### src/rtl/rtc_cmos_pkg.sv
// rtc_cmos_pkg -- shared constants for the CMOS real-time clock.
// Holds the I/O port numbers, the CMOS register indices, the reset
// date/time values and a month-length helper used by the date counter.
package rtc_cmos_pkg;

    localparam logic [15:0] PORT_INDEX = 16'h0070;
    localparam logic [15:0] PORT_DATA  = 16'h0071;

    localparam logic [5:0] IDX_SEC      = 6'h00;
    localparam logic [5:0] IDX_ALM_SEC  = 6'h01;
    localparam logic [5:0] IDX_MIN      = 6'h02;
    localparam logic [5:0] IDX_ALM_MIN  = 6'h03;
    localparam logic [5:0] IDX_HOUR     = 6'h04;
    localparam logic [5:0] IDX_ALM_HOUR = 6'h05;
    localparam logic [5:0] IDX_DOW      = 6'h06;
    localparam logic [5:0] IDX_DATE     = 6'h07;
    localparam logic [5:0] IDX_MONTH    = 6'h08;
    localparam logic [5:0] IDX_YEAR     = 6'h09;
    localparam logic [5:0] IDX_REGA     = 6'h0A;
    localparam logic [5:0] IDX_REGB     = 6'h0B;
    localparam logic [5:0] IDX_REGC     = 6'h0C;
    localparam logic [5:0] IDX_REGD     = 6'h0D;
    localparam logic [5:0] IDX_RAM_LO   = 6'h0E;

    localparam int RAM_BYTES = 50;

    localparam logic [7:0] RST_SEC   = 8'h00;
    localparam logic [7:0] RST_MIN   = 8'h00;
    localparam logic [7:0] RST_HOUR  = 8'h00;
    localparam logic [7:0] RST_DOW   = 8'h01;
    localparam logic [7:0] RST_DATE  = 8'h01;
    localparam logic [7:0] RST_MONTH = 8'h01;
    localparam logic [7:0] RST_YEAR  = 8'h00;
    localparam logic [7:0] RST_REGB  = 8'h02;

    localparam logic [6:0] REGA_LOW = 7'h26;
    localparam logic [7:0] REGD_VAL = 8'h80;

    // Last valid date (BCD) of a month. A BCD year is a multiple of 4
    // when the tens digit is even and units in {0,4,8}, or tens odd and
    // units in {2,6}.
    function automatic logic [7:0] days_in_month(input logic [7:0] month,
                                                 input logic [7:0] year);
        logic leap;
        leap = year[4] ? (year[3:0] == 4'h2 || year[3:0] == 4'h6)
                       : (year[3:0] == 4'h0 || year[3:0] == 4'h4 || year[3:0] == 4'h8);
        case (month)
            8'h02:                      days_in_month = leap ? 8'h29 : 8'h28;
            8'h04, 8'h06, 8'h09, 8'h11: days_in_month = 8'h30;
            default:                    days_in_month = 8'h31;
        endcase
    endfunction

endpackage

### src/rtl/rtc_cmos_bcd_counter.sv
// rtc_bcd_counter -- one BCD time field with programmable range.
//   clk_i/rst_i : clock, async active-high reset (loads RST_VAL)
//   inc_i       : advance by one (carry in from the lower field)
//   wr_i/wdata_i: CPU load; a load beats a simultaneous increment
//   min_i/max_i : wrap range (BCD); reaching max wraps to min
//   q_o         : current value, carry_o: inc_i while at/above max
module rtc_bcd_counter #(
    parameter logic [7:0] RST_VAL = 8'h00
) (
    input  logic       clk_i,
    input  logic       rst_i,
    input  logic       inc_i,
    input  logic       wr_i,
    input  logic [7:0] wdata_i,
    input  logic [7:0] min_i,
    input  logic [7:0] max_i,
    output logic [7:0] q_o,
    output logic       carry_o
);

    logic [7:0] cnt_q, cnt_d;
    logic       at_max;

    // BCD compares like binary, so >= also recovers out-of-range values
    // written by software.
    assign at_max  = cnt_q >= max_i;
    // Carry is taken from the old value so a CPU load still propagates it.
    assign carry_o = inc_i & at_max;
    assign q_o     = cnt_q;

    always_comb begin
        cnt_d = cnt_q;
        if (wr_i)
            cnt_d = wdata_i;
        else if (inc_i) begin
            if (at_max)
                cnt_d = min_i;
            else if (cnt_q[3:0] >= 4'h9)
                cnt_d = {cnt_q[7:4] + 4'h1, 4'h0};
            else
                cnt_d = {cnt_q[7:4], cnt_q[3:0] + 4'h1};
        end
    end

    always_ff @(posedge clk_i or posedge rst_i) begin
        if (rst_i) cnt_q <= RST_VAL;
        else       cnt_q <= cnt_d;
    end

endmodule

### src/rtl/rtc_cmos.sv
// rtc_cmos -- PC-style CMOS RTC behind index/data I/O ports 0x70/0x71.
//   iClk, iRst    : bus clock, async active-high reset
//   iAddr/iWr/iRd : CPU I/O cycle (bits [15:0] decode the port)
//   iData/oData   : write data / read data (valid in the iRd cycle)
//   oSel          : data-port read decode
//   oIrq          : interrupt, follows regC.IRQF
// Optional: define RTC_PERIODIC_INT_EN for the 1024 Hz periodic flag.
`ifndef CLOCK_SPEED
`define CLOCK_SPEED 50000000
`endif
module rtc_cmos
    import rtc_cmos_pkg::*;
#(
    parameter int CLK_IN = `CLOCK_SPEED
) (
    input  logic        iClk,
    input  logic        iRst,
    input  logic [19:0] iAddr,
    input  logic        iWr,
    input  logic        iRd,
    input  logic [7:0]  iData,
    output logic [7:0]  oData,
    output logic        oSel,
    output logic        oIrq
);

    localparam int UIP_CNT = CLK_IN / 4096;

    logic        idx_wr, dat_wr, rdc;
    logic [5:0]  index_q, ram_addr;
    logic [31:0] div_q;
    logic        tick, uip, run;
    logic [7:0]  regb_q, rd_val;
    logic        pf_q, irqf_q, pf_set;
    logic [7:0]  alarm_q [3];
    logic [7:0]  ram_q [RAM_BYTES];
    logic        addr_hi_unused;

    logic [7:0] sec_q, min_q, hour_q, dow_q, date_q, month_q, year_q;
    logic       c_sec, c_min, c_hour, c_dow, c_date, c_month, c_year;
    logic       c_dow_unused, c_year_unused;

    assign addr_hi_unused = ^iAddr[19:16];
    assign c_dow_unused   = c_dow;
    assign c_year_unused  = c_year;

    assign oSel   = iRd && (iAddr[15:0] == PORT_DATA);
    assign idx_wr = iWr && (iAddr[15:0] == PORT_INDEX);
    assign dat_wr = iWr && (iAddr[15:0] == PORT_DATA);
    assign rdc    = oSel && (index_q == IDX_REGC);

    assign ram_addr = index_q - IDX_RAM_LO;

    assign tick = div_q == 32'(CLK_IN - 1);
    assign run  = tick && !regb_q[7];
    // With UIP_CNT = 0 the threshold equals CLK_IN and UIP never asserts.
    assign uip  = !regb_q[7] && (div_q >= 32'(CLK_IN - UIP_CNT));

    // Time fields, chained lowest to highest through their carries.
    rtc_bcd_counter #(.RST_VAL(RST_SEC)) u_sec (
        .clk_i(iClk), .rst_i(iRst), .inc_i(run),
        .wr_i(dat_wr && index_q == IDX_SEC), .wdata_i(iData),
        .min_i(8'h00), .max_i(8'h59), .q_o(sec_q), .carry_o(c_sec));
    rtc_bcd_counter #(.RST_VAL(RST_MIN)) u_min (
        .clk_i(iClk), .rst_i(iRst), .inc_i(c_sec),
        .wr_i(dat_wr && index_q == IDX_MIN), .wdata_i(iData),
        .min_i(8'h00), .max_i(8'h59), .q_o(min_q), .carry_o(c_min));
    rtc_bcd_counter #(.RST_VAL(RST_HOUR)) u_hour (
        .clk_i(iClk), .rst_i(iRst), .inc_i(c_min),
        .wr_i(dat_wr && index_q == IDX_HOUR), .wdata_i(iData),
        .min_i(8'h00), .max_i(8'h23), .q_o(hour_q), .carry_o(c_hour));
    rtc_bcd_counter #(.RST_VAL(RST_DOW)) u_dow (
        .clk_i(iClk), .rst_i(iRst), .inc_i(c_hour),
        .wr_i(dat_wr && index_q == IDX_DOW), .wdata_i(iData),
        .min_i(8'h01), .max_i(8'h07), .q_o(dow_q), .carry_o(c_dow));
    rtc_bcd_counter #(.RST_VAL(RST_DATE)) u_date (
        .clk_i(iClk), .rst_i(iRst), .inc_i(c_hour),
        .wr_i(dat_wr && index_q == IDX_DATE), .wdata_i(iData),
        .min_i(8'h01), .max_i(days_in_month(month_q, year_q)),
        .q_o(date_q), .carry_o(c_date));
    rtc_bcd_counter #(.RST_VAL(RST_MONTH)) u_month (
        .clk_i(iClk), .rst_i(iRst), .inc_i(c_date),
        .wr_i(dat_wr && index_q == IDX_MONTH), .wdata_i(iData),
        .min_i(8'h01), .max_i(8'h12), .q_o(month_q), .carry_o(c_month));
    rtc_bcd_counter #(.RST_VAL(RST_YEAR)) u_year (
        .clk_i(iClk), .rst_i(iRst), .inc_i(c_month),
        .wr_i(dat_wr && index_q == IDX_YEAR), .wdata_i(iData),
        .min_i(8'h00), .max_i(8'h99), .q_o(year_q), .carry_o(c_year));

`ifdef RTC_PERIODIC_INT_EN
    localparam int PER_CNT = (CLK_IN / 1024 > 0) ? CLK_IN / 1024 : 1;
    logic [31:0] pdiv_q;

    assign pf_set = pdiv_q == 32'(PER_CNT - 1);

    always_ff @(posedge iClk or posedge iRst) begin
        if (iRst)        pdiv_q <= '0;
        else if (pf_set) pdiv_q <= '0;
        else             pdiv_q <= pdiv_q + 32'd1;
    end
`else
    assign pf_set = 1'b0;
`endif

    always_ff @(posedge iClk or posedge iRst) begin
        if (iRst) begin
            index_q <= '0;
            div_q   <= '0;
            regb_q  <= RST_REGB;
            pf_q    <= 1'b0;
            irqf_q  <= 1'b0;
            for (int i = 0; i < 3; i++)         alarm_q[i] <= '0;
            for (int i = 0; i < RAM_BYTES; i++) ram_q[i]   <= '0;
        end else begin
            div_q <= tick ? '0 : div_q + 32'd1;
            if (idx_wr)
                index_q <= iData[5:0];
            if (dat_wr) begin
                if (index_q == IDX_REGB)
                    regb_q <= iData | 8'h02;   // 24 h mode bit is fixed
                else if (index_q == IDX_ALM_SEC || index_q == IDX_ALM_MIN ||
                         index_q == IDX_ALM_HOUR)
                    alarm_q[index_q[2:1]] <= iData;
                else if (index_q >= IDX_RAM_LO)
                    ram_q[ram_addr] <= iData;
            end
            // A set event in the same cycle as a regC read keeps the flag.
            pf_q   <= pf_set | (pf_q & ~rdc);
            irqf_q <= (pf_set & regb_q[6]) | (irqf_q & ~rdc);
        end
    end

    always_comb begin
        rd_val = 8'h00;
        case (index_q)
            IDX_SEC:   rd_val = sec_q;
            IDX_MIN:   rd_val = min_q;
            IDX_HOUR:  rd_val = hour_q;
            IDX_DOW:   rd_val = dow_q;
            IDX_DATE:  rd_val = date_q;
            IDX_MONTH: rd_val = month_q;
            IDX_YEAR:  rd_val = year_q;
            IDX_ALM_SEC, IDX_ALM_MIN, IDX_ALM_HOUR:
                       rd_val = alarm_q[index_q[2:1]];
            IDX_REGA:  rd_val = {uip, REGA_LOW};
            IDX_REGB:  rd_val = regb_q;
            IDX_REGC:  rd_val = {irqf_q, pf_q, 6'b0};
            IDX_REGD:  rd_val = REGD_VAL;
            default:   rd_val = ram_q[ram_addr];
        endcase
    end

    assign oData = (oSel && !iRst) ? rd_val : 8'h00;
    assign oIrq  = irqf_q;

endmodule

### config.mk
export PLATFORM = sky130hd
export DESIGN_NAME = rtc_cmos
export DESIGN_NICKNAME = d
export VERILOG_FILES = /design/src/rtl/rtc_cmos_pkg.sv /design/src/rtl/rtc_cmos_bcd_counter.sv /design/src/rtl/rtc_cmos.sv
export SDC_FILE = /design/constraint.sdc
export NUM_CORES = 1
export LEC_CHECK = 0
export ABC_AREA = 1
export CORE_ASPECT_RATIO = 1.1
export CORE_MARGIN = 5
export CORE_UTILIZATION = 60
export CTS_CLUSTER_SIZE = 30
export DETAILED_ROUTE_END_ITERATION = 6
export PLACE_DENSITY = 0.88
export SLEW_MARGIN = 0
export SYNTH_ARGS = -nofsm -noshare
export SYNTH_HDL_FRONTEND = slang
export SYNTH_SLANG_ARGS = --single-unit
### constraint.sdc
create_clock -name iClk -period 20.2 [get_ports iClk]
set_input_delay 4.04 -clock iClk [delete_from_list [all_inputs] [get_ports iClk]]
set_output_delay 4.04 -clock iClk [all_outputs]
set_load 0.02 [all_outputs]
# Word-level counts from Yosys, hierarchy flattened

Cells that the tools add are included.
Widths: inputs -> output; s select.

Bits in registers: 527
Output and inout port bits: 10
Logic and storage cells: 242
Input bits: 32

$add $sub $neg: 16
Equal/unequal tests: 25
Muxes and demuxes: 46
$lt $le $gt $ge: 20
Reduce and logical (&&, ||, !) cells: 51
Bitwise gates (word level): 12

Operators by type and width:

| kind                  | number |
|---|---|
| $bwmux 400            | 1 |
| $mux 8                | 35 |
| $pmux 8 s12           | 1 |
| $add 4x1->4 const B   | 14 |
| $bmux 8 s6            | 1 |
| $demux 8 s6           | 1 |
| $eq 6x4->1 const B    | 6 |
| $add 32x1->32 const B | 1 |
| $eq 16x7->1 const B   | 2 |
| $eq 32x26->1 const B  | 1 |
| $ge 32x26->1 const B  | 1 |
| $mux 32               | 1 |
| $ge 4x4->1 const B    | 7 |
| $bwmux 24             | 1 |
| $eq 6x3->1 const B    | 4 |
| $reduce_bool 3->1     | 7 |
| $bmux 8 s2            | 1 |
| $demux 8 s2           | 1 |
| $eq 8x3->1 const B    | 2 |
| $ge 8x7->1 const B    | 2 |
| $logic_and 1x1->1     | 16 |
| $reduce_and 2->1      | 8 |
| $reduce_bool 2->1     | 7 |
| $eq 6x2->1 const B    | 2 |
| 32 further kinds      | 47 |

# Depth between registers and ports, before layout

Depth after elaboration: 11
Depth in mapped cells: 18
Gate-level depth less buffers: 18

# Hierarchy

From an unflattened synthesis, not the netlist that was laid out.

Cell total of the unflattened synthesis: 4,380
Area total of the unflattened synthesis: 31,714.2 µm²

Modules (own cells, without submodules):

| module                        | area an instance (µm²) | cells each | times used | sequential area each (µm²) |
|---|---|---|---|---|
| rtc_cmos                      | 25,124.1               | 3,407      | 1          | 11,786.3 |
| rtc_bcd_counter at u_hour ... | 940.9                  | 139        | 4          | 200.2 |
| rtc_bcd_counter at u_date ... | 942.2                  | 139        | 3          | 201.4 |

# Worst setup path before layout

OpenSTA, ideal clock, no wires.

Path type: input to output
Start: input iAddr[10]
End: output oData[2]
Stages: 9
Required time: 16,160 ps
Data arrival time: 5,284 ps
Path buffers: 0
Setup slack: 10,876 ps
Cell sequence: nor2_1 nand3_1 nor4_1 nand2_1 nor2_1 nand2_1 nor2_1 o21ai_0 nor2_1

Longest elaborated chain between the ends: 4

Ends and longest elaborated chain:

| element           | RTL line        | text |
|---|---|---|
| start, declared   | rtc_cmos.sv:18  | `input logic [19:0] iAddr,` |
| $eq 16x7->1       | rtc_cmos.sv:47  | `assign oSel = iRd && (iAddr[15:0] == PORT_DATA);` |
| $logic_and 1x1->1 | rtc_cmos.sv:47  |  |
| $logic_and 1x1->1 | rtc_cmos.sv:153 | `assign oData = (oSel && !iRst) ? rd_val : 8'h00;` |
| $mux 8            | rtc_cmos.sv:153 |  |
| end, declared     | rtc_cmos.sv:22  | `output logic [7:0] oData,` |

No other way between the ends.

# Final worst setup path

Start: input iAddr[10]
End: output oData[7]

The elaborated chain is that of the path after synthesis.

==> impl_results.md <==
* Status: finished, final reports clean
* Period utilization at 0.5343
* Fillers at 3526
* Design Area, Final at 0.02924 sq mm
* CP delay by family, top: simple AND/OR/NAND/NOR gates
* Nets at 3463
* Placed cells at 3903
* Xor/xnor share of the synthesized area at 0.01268
* Post_cts resized at 0
* Post-synthesis register bit count at 527
* Layout Skew at 22.62 ps
* CTS H-tree depth at 2
* Total grt overflow at 0
* Via density per instance at 6.021
* Row count at 81
* Core Util, Final at 0.6572
* Main combinational cell family by area after synthesis: simple AND/OR/NAND/NOR gates
* Iteration-0 DRC Markers at 2941
* Asr flop ratio synth at 1.000
* Die Y-Extent at 232.2 um
* Setup TNS at 0 ps
* Synth Area in Simple Gates at 0.2607
* Boundary Pins at 42
* CP arrival at 6750 ps
* FMAX at 0.09266 GHz
* Hold Violations, Final at 0
* Worst hold path class: reg2reg
* LEAKAGE at 13.83 nW
* Largest net degree at the start of global routing at 100
* Routability Congestion at 0.9542
* Setup violators final at 0
* Max IR drop VDD at 0.08114 mV
* First-pass GRT wire length at 119900 um
* Syn_nets at 3518
* Post-Syn Area at 0.02693 sq mm
* Mapped Avg Cell Area at 7.846 sq um
* Clock Latency Late Sink at 620 ps
* Port bufs at 37
* Area growth syn-to-layout at 8.552%
* Die area at 0.04923 sq mm
* # diodes at 0
* Gr usage total at 0.3002
* WL/cell at 18.56 um
* Via count at 24095
* Worst Path Buf+Inv at 2
* Clk buf depth at 3
* Root Driver: clkbuf_16
* Slowest stage delay, CP at 670 ps
* Total CTS buffers at 54
* Final min period at 10790 ps
* Complex-gate fraction of the synthesized area at 0.1473
* Worst Tran Pin Value at 1030 ps
* Yosys warns at 0
* Startpoint types: input pin
* DRC at 0
* Initial Util at 0.6054
* CORE AREA at 0.04449 sq mm
* CTS clock-pin slew for the worst setup and hold paths at 60 ps
* Layout cells sized above 1 at 0.07220
* Seq/Total Area, Yosys at 0.4898
* Maximum capacitance violations at 0
* Worst Setup End Kind: output port
* CP Class: in2out
* Fin. max-slew vios at 0
* Post-synth top flop: dfrtp_1
* Post-synthesis mux area share at 0
* Yosys cell types at 50
* Final ANT Viol Nets at 0
* Cts-stage hold buffer count at 0
* Number of flops mapped to enable cells by yosys at 0
* Post-synthesis adder-cell area fraction at 0.02462
* CP max stage cell: clkdlybuf4s50_1
* RSZ-0062 raised after global routing: no
* Power Density at 74.46 mW/mm^2
* Final cell count without fillers at 4002
* Initial antenna violation count at 0
* Vias in the first global route at 23307
* Crit path max fanout at 8
* Final HPWL DP at 44920 um
* Wirelength, routed at 74290 um
* Slew margin rel. at 0.3131
* Reg area at 0.01319 sq mm
* TritonRoute pass-1 iters at 6
* CTS tree: built
* Area of the multi-input gates at 0.01202 sq mm
* Chip width at 212.0 um
* Crit path required time at 16160 ps
* CTS Sinks at 527
* Critical-path cell list: clkdlybuf4s50_1 -> nor2_1 -> nand3_1 -> nor4_1 -> nand2_1 -> nor2_1 -> nand2_1 -> nor2_1 -> nand2_1 -> a21oi_1 -> clkdlybuf4s50_1
* Total setup buffers inserted after CTS at 0
* Area of placed instances at 0.02733 sq mm
* Cells after Synth at 3433
## final timing paths
path | start | end | slack (ps) | depth (start not counted)
setup / recovery | iAddr[10] | oData[7] | 9410 | 11
max in group asynchronous | iRst | ram_q[351] | 12850 | 5
setup reg to reg | index_q[0] | u_dow.q_o[7] | 16130 | 11
hold reg to reg | ram_q[368] | ram_q[368] | 480 | 2
hold / removal | ram_q[368] | ram_q[368] | 480 | 2
min in group asynchronous | iRst | u_date.q_o[2] | 3980 | 2
## worst register-to-register path, cell delays in order (launching register included)
cell and delay [ps]:
dfrtp_1 640, buf_4 390, inv_2 690, nand2_2 620
nor2_2 410, inv_1 180, nor2_1 230, inv_1 200
nand3_1 270, nand2_1 170, nand2_1 80, o21ai_1 50
## power by group
group | switching [mW] | total (mW) | internal [mW]
clock | 0.432 | 1.07 | 0.639
sequential | 0.0000199 | 1.06 | 1.06
combinational | 0.0435 | 0.0507 | 0.00718
## per-layer routing
metal  track usage  part of all wire  routed length, um  vias up
li1              -                 -                  -    11085
met1        0.3914              0.39              28890    11371
met2        0.4831              0.46              34330     1352
met3       0.05837             0.097               7211      287
met4        0.1478             0.052               3856        0
met5             0                 0                  0        -
## sequential cells by signal, indices dropped and copies added, names as in the netlist
name	cells
index_q	6
regb_q	7
u_min.q_o	8
u_month.q_o	8
pf_q	1
u_year.q_o	8
u_date.q_o	8
u_dow.q_o	8
alarm_q	24
div_q	32
u_hour.q_o	8
ram_q	400
u_sec.q_o	8
oIrq	1
## synth_stat cells, types with 5 or more instances
| cell | instances | area share |
|---|---|---|
| nand2_1 | 918 | 0.13 |
| dfrtp_1 | 524 | 0.49 |
| nor2_1 | 489 | 0.068 |
| o21ai_0 | 298 | 0.055 |
| o21ai_1 | 260 | 0.048 |
| inv_1 | 202 | 0.028 |
| nand3_1 | 122 | 0.023 |
| clkbuf_1 | 93 | 0.013 |
| ha_1 | 53 | 0.025 |
| o22ai_1 | 53 | 0.012 |
| nand2_2 | 47 | 0.011 |
| buf_2 | 45 | 0.0084 |
| nor3_1 | 39 | 0.0072 |
| nand4_1 | 36 | 0.0084 |
| a21oi_1 | 29 | 0.0054 |
| buf_6 | 27 | 0.011 |
| xor2_1 | 25 | 0.0081 |
| a22oi_1 | 20 | 0.0056 |
| o21ai_2 | 20 | 0.0065 |
| o211ai_1 | 15 | 0.0042 |
| nand3b_1 | 13 | 0.0036 |
| o22a_1 | 12 | 0.0039 |
| inv_2 | 11 | 0.0015 |
| xnor2_1 | 9 | 0.0029 |
| nor2_4 | 7 | 0.0029 |
| nor4_1 | 7 | 0.0016 |
| or2_2 | 7 | 0.0016 |
| buf_1 | 6 | 0.00084 |
| nor2_2 | 6 | 0.0014 |
| a31oi_1 | 5 | 0.0012 |
| buf_4 | 5 | 0.0014 |
## stage by stage
step | setup slack (ps) | hold slack, ps | total power, mW
floorplan | 1440 | 445.7 | 1.105
global placement | 9480 | 459.0 | 1.126
detailed placement | 9469 | 468.3 | 1.126
CTS | 9466 | 482.4 | 2.183
global route | 9314 | 499.1 | 2.233
finish | 9407 | 480.7 | 2.177
## layout make-up
cell class | instances | area share
Clock buffer | 77 | 0.05469
Clock inverter | 22 | 0.01053
Inverter | 215 | 0.02794
Multi-Input combinational cell | 2515 | 0.4109
Sequential cell | 527 | 0.4512
Tap cell | 581 | 0.02486
Timing Repair Buffer | 65 | 0.01986
## kinds of logic after synthesis
family / count (synthesis)
adder cells (fa/ha/maj): 53
AND/OR/NAND/NOR: 1700
XOR/XNOR: 36
AO/OA/AOI/OAI: 726
flip-flops: 527
buffers and inverters: 391
## layout by cell type (no fill, tap or decap), types with 4 or more instances in the layout
| cell type | Yosys | routed |
|---|---|---|
| o21ai_2 | 20 | 20 |
| nor2_4 | 7 | 7 |
| nand2_1 | 918 | 914 |
| clkdlybuf4s50_1 | 0 | 37 |
| buf_4 | 5 | 28 |
| dfrtp_1 | 524 | 524 |
| nand2_4 | 4 | 5 |
| a21oi_1 | 29 | 29 |
| nor3_1 | 39 | 39 |
| clkbuf_16 | 0 | 55 |
| nand3_1 | 122 | 122 |
| nor4_1 | 7 | 7 |
| xor2_1 | 25 | 25 |
| clkinv_2 | 0 | 7 |
| inv_2 | 11 | 19 |
| clkinvlp_4 | 0 | 6 |
| nor2_2 | 6 | 8 |
| o21ai_1 | 260 | 260 |
| xnor2_1 | 9 | 9 |
| bufinv_16 | 0 | 7 |
| nand2_2 | 47 | 50 |
| inv_1 | 202 | 193 |
| or2_2 | 7 | 7 |
| o22ai_1 | 53 | 53 |
| clkbuf_1 | 93 | 8 |
| a22oi_1 | 20 | 20 |
| o22a_1 | 12 | 12 |
| o21ai_0 | 298 | 298 |
| nand3b_1 | 13 | 13 |
| ha_1 | 53 | 53 |
| clkbuf_8 | 0 | 14 |
| o221ai_1 | 4 | 4 |
| o211ai_1 | 15 | 15 |
| a31oi_1 | 5 | 5 |
| nand4_1 | 36 | 36 |
| nor2_1 | 489 | 487 |
Power figures use the tool's default switching activity.
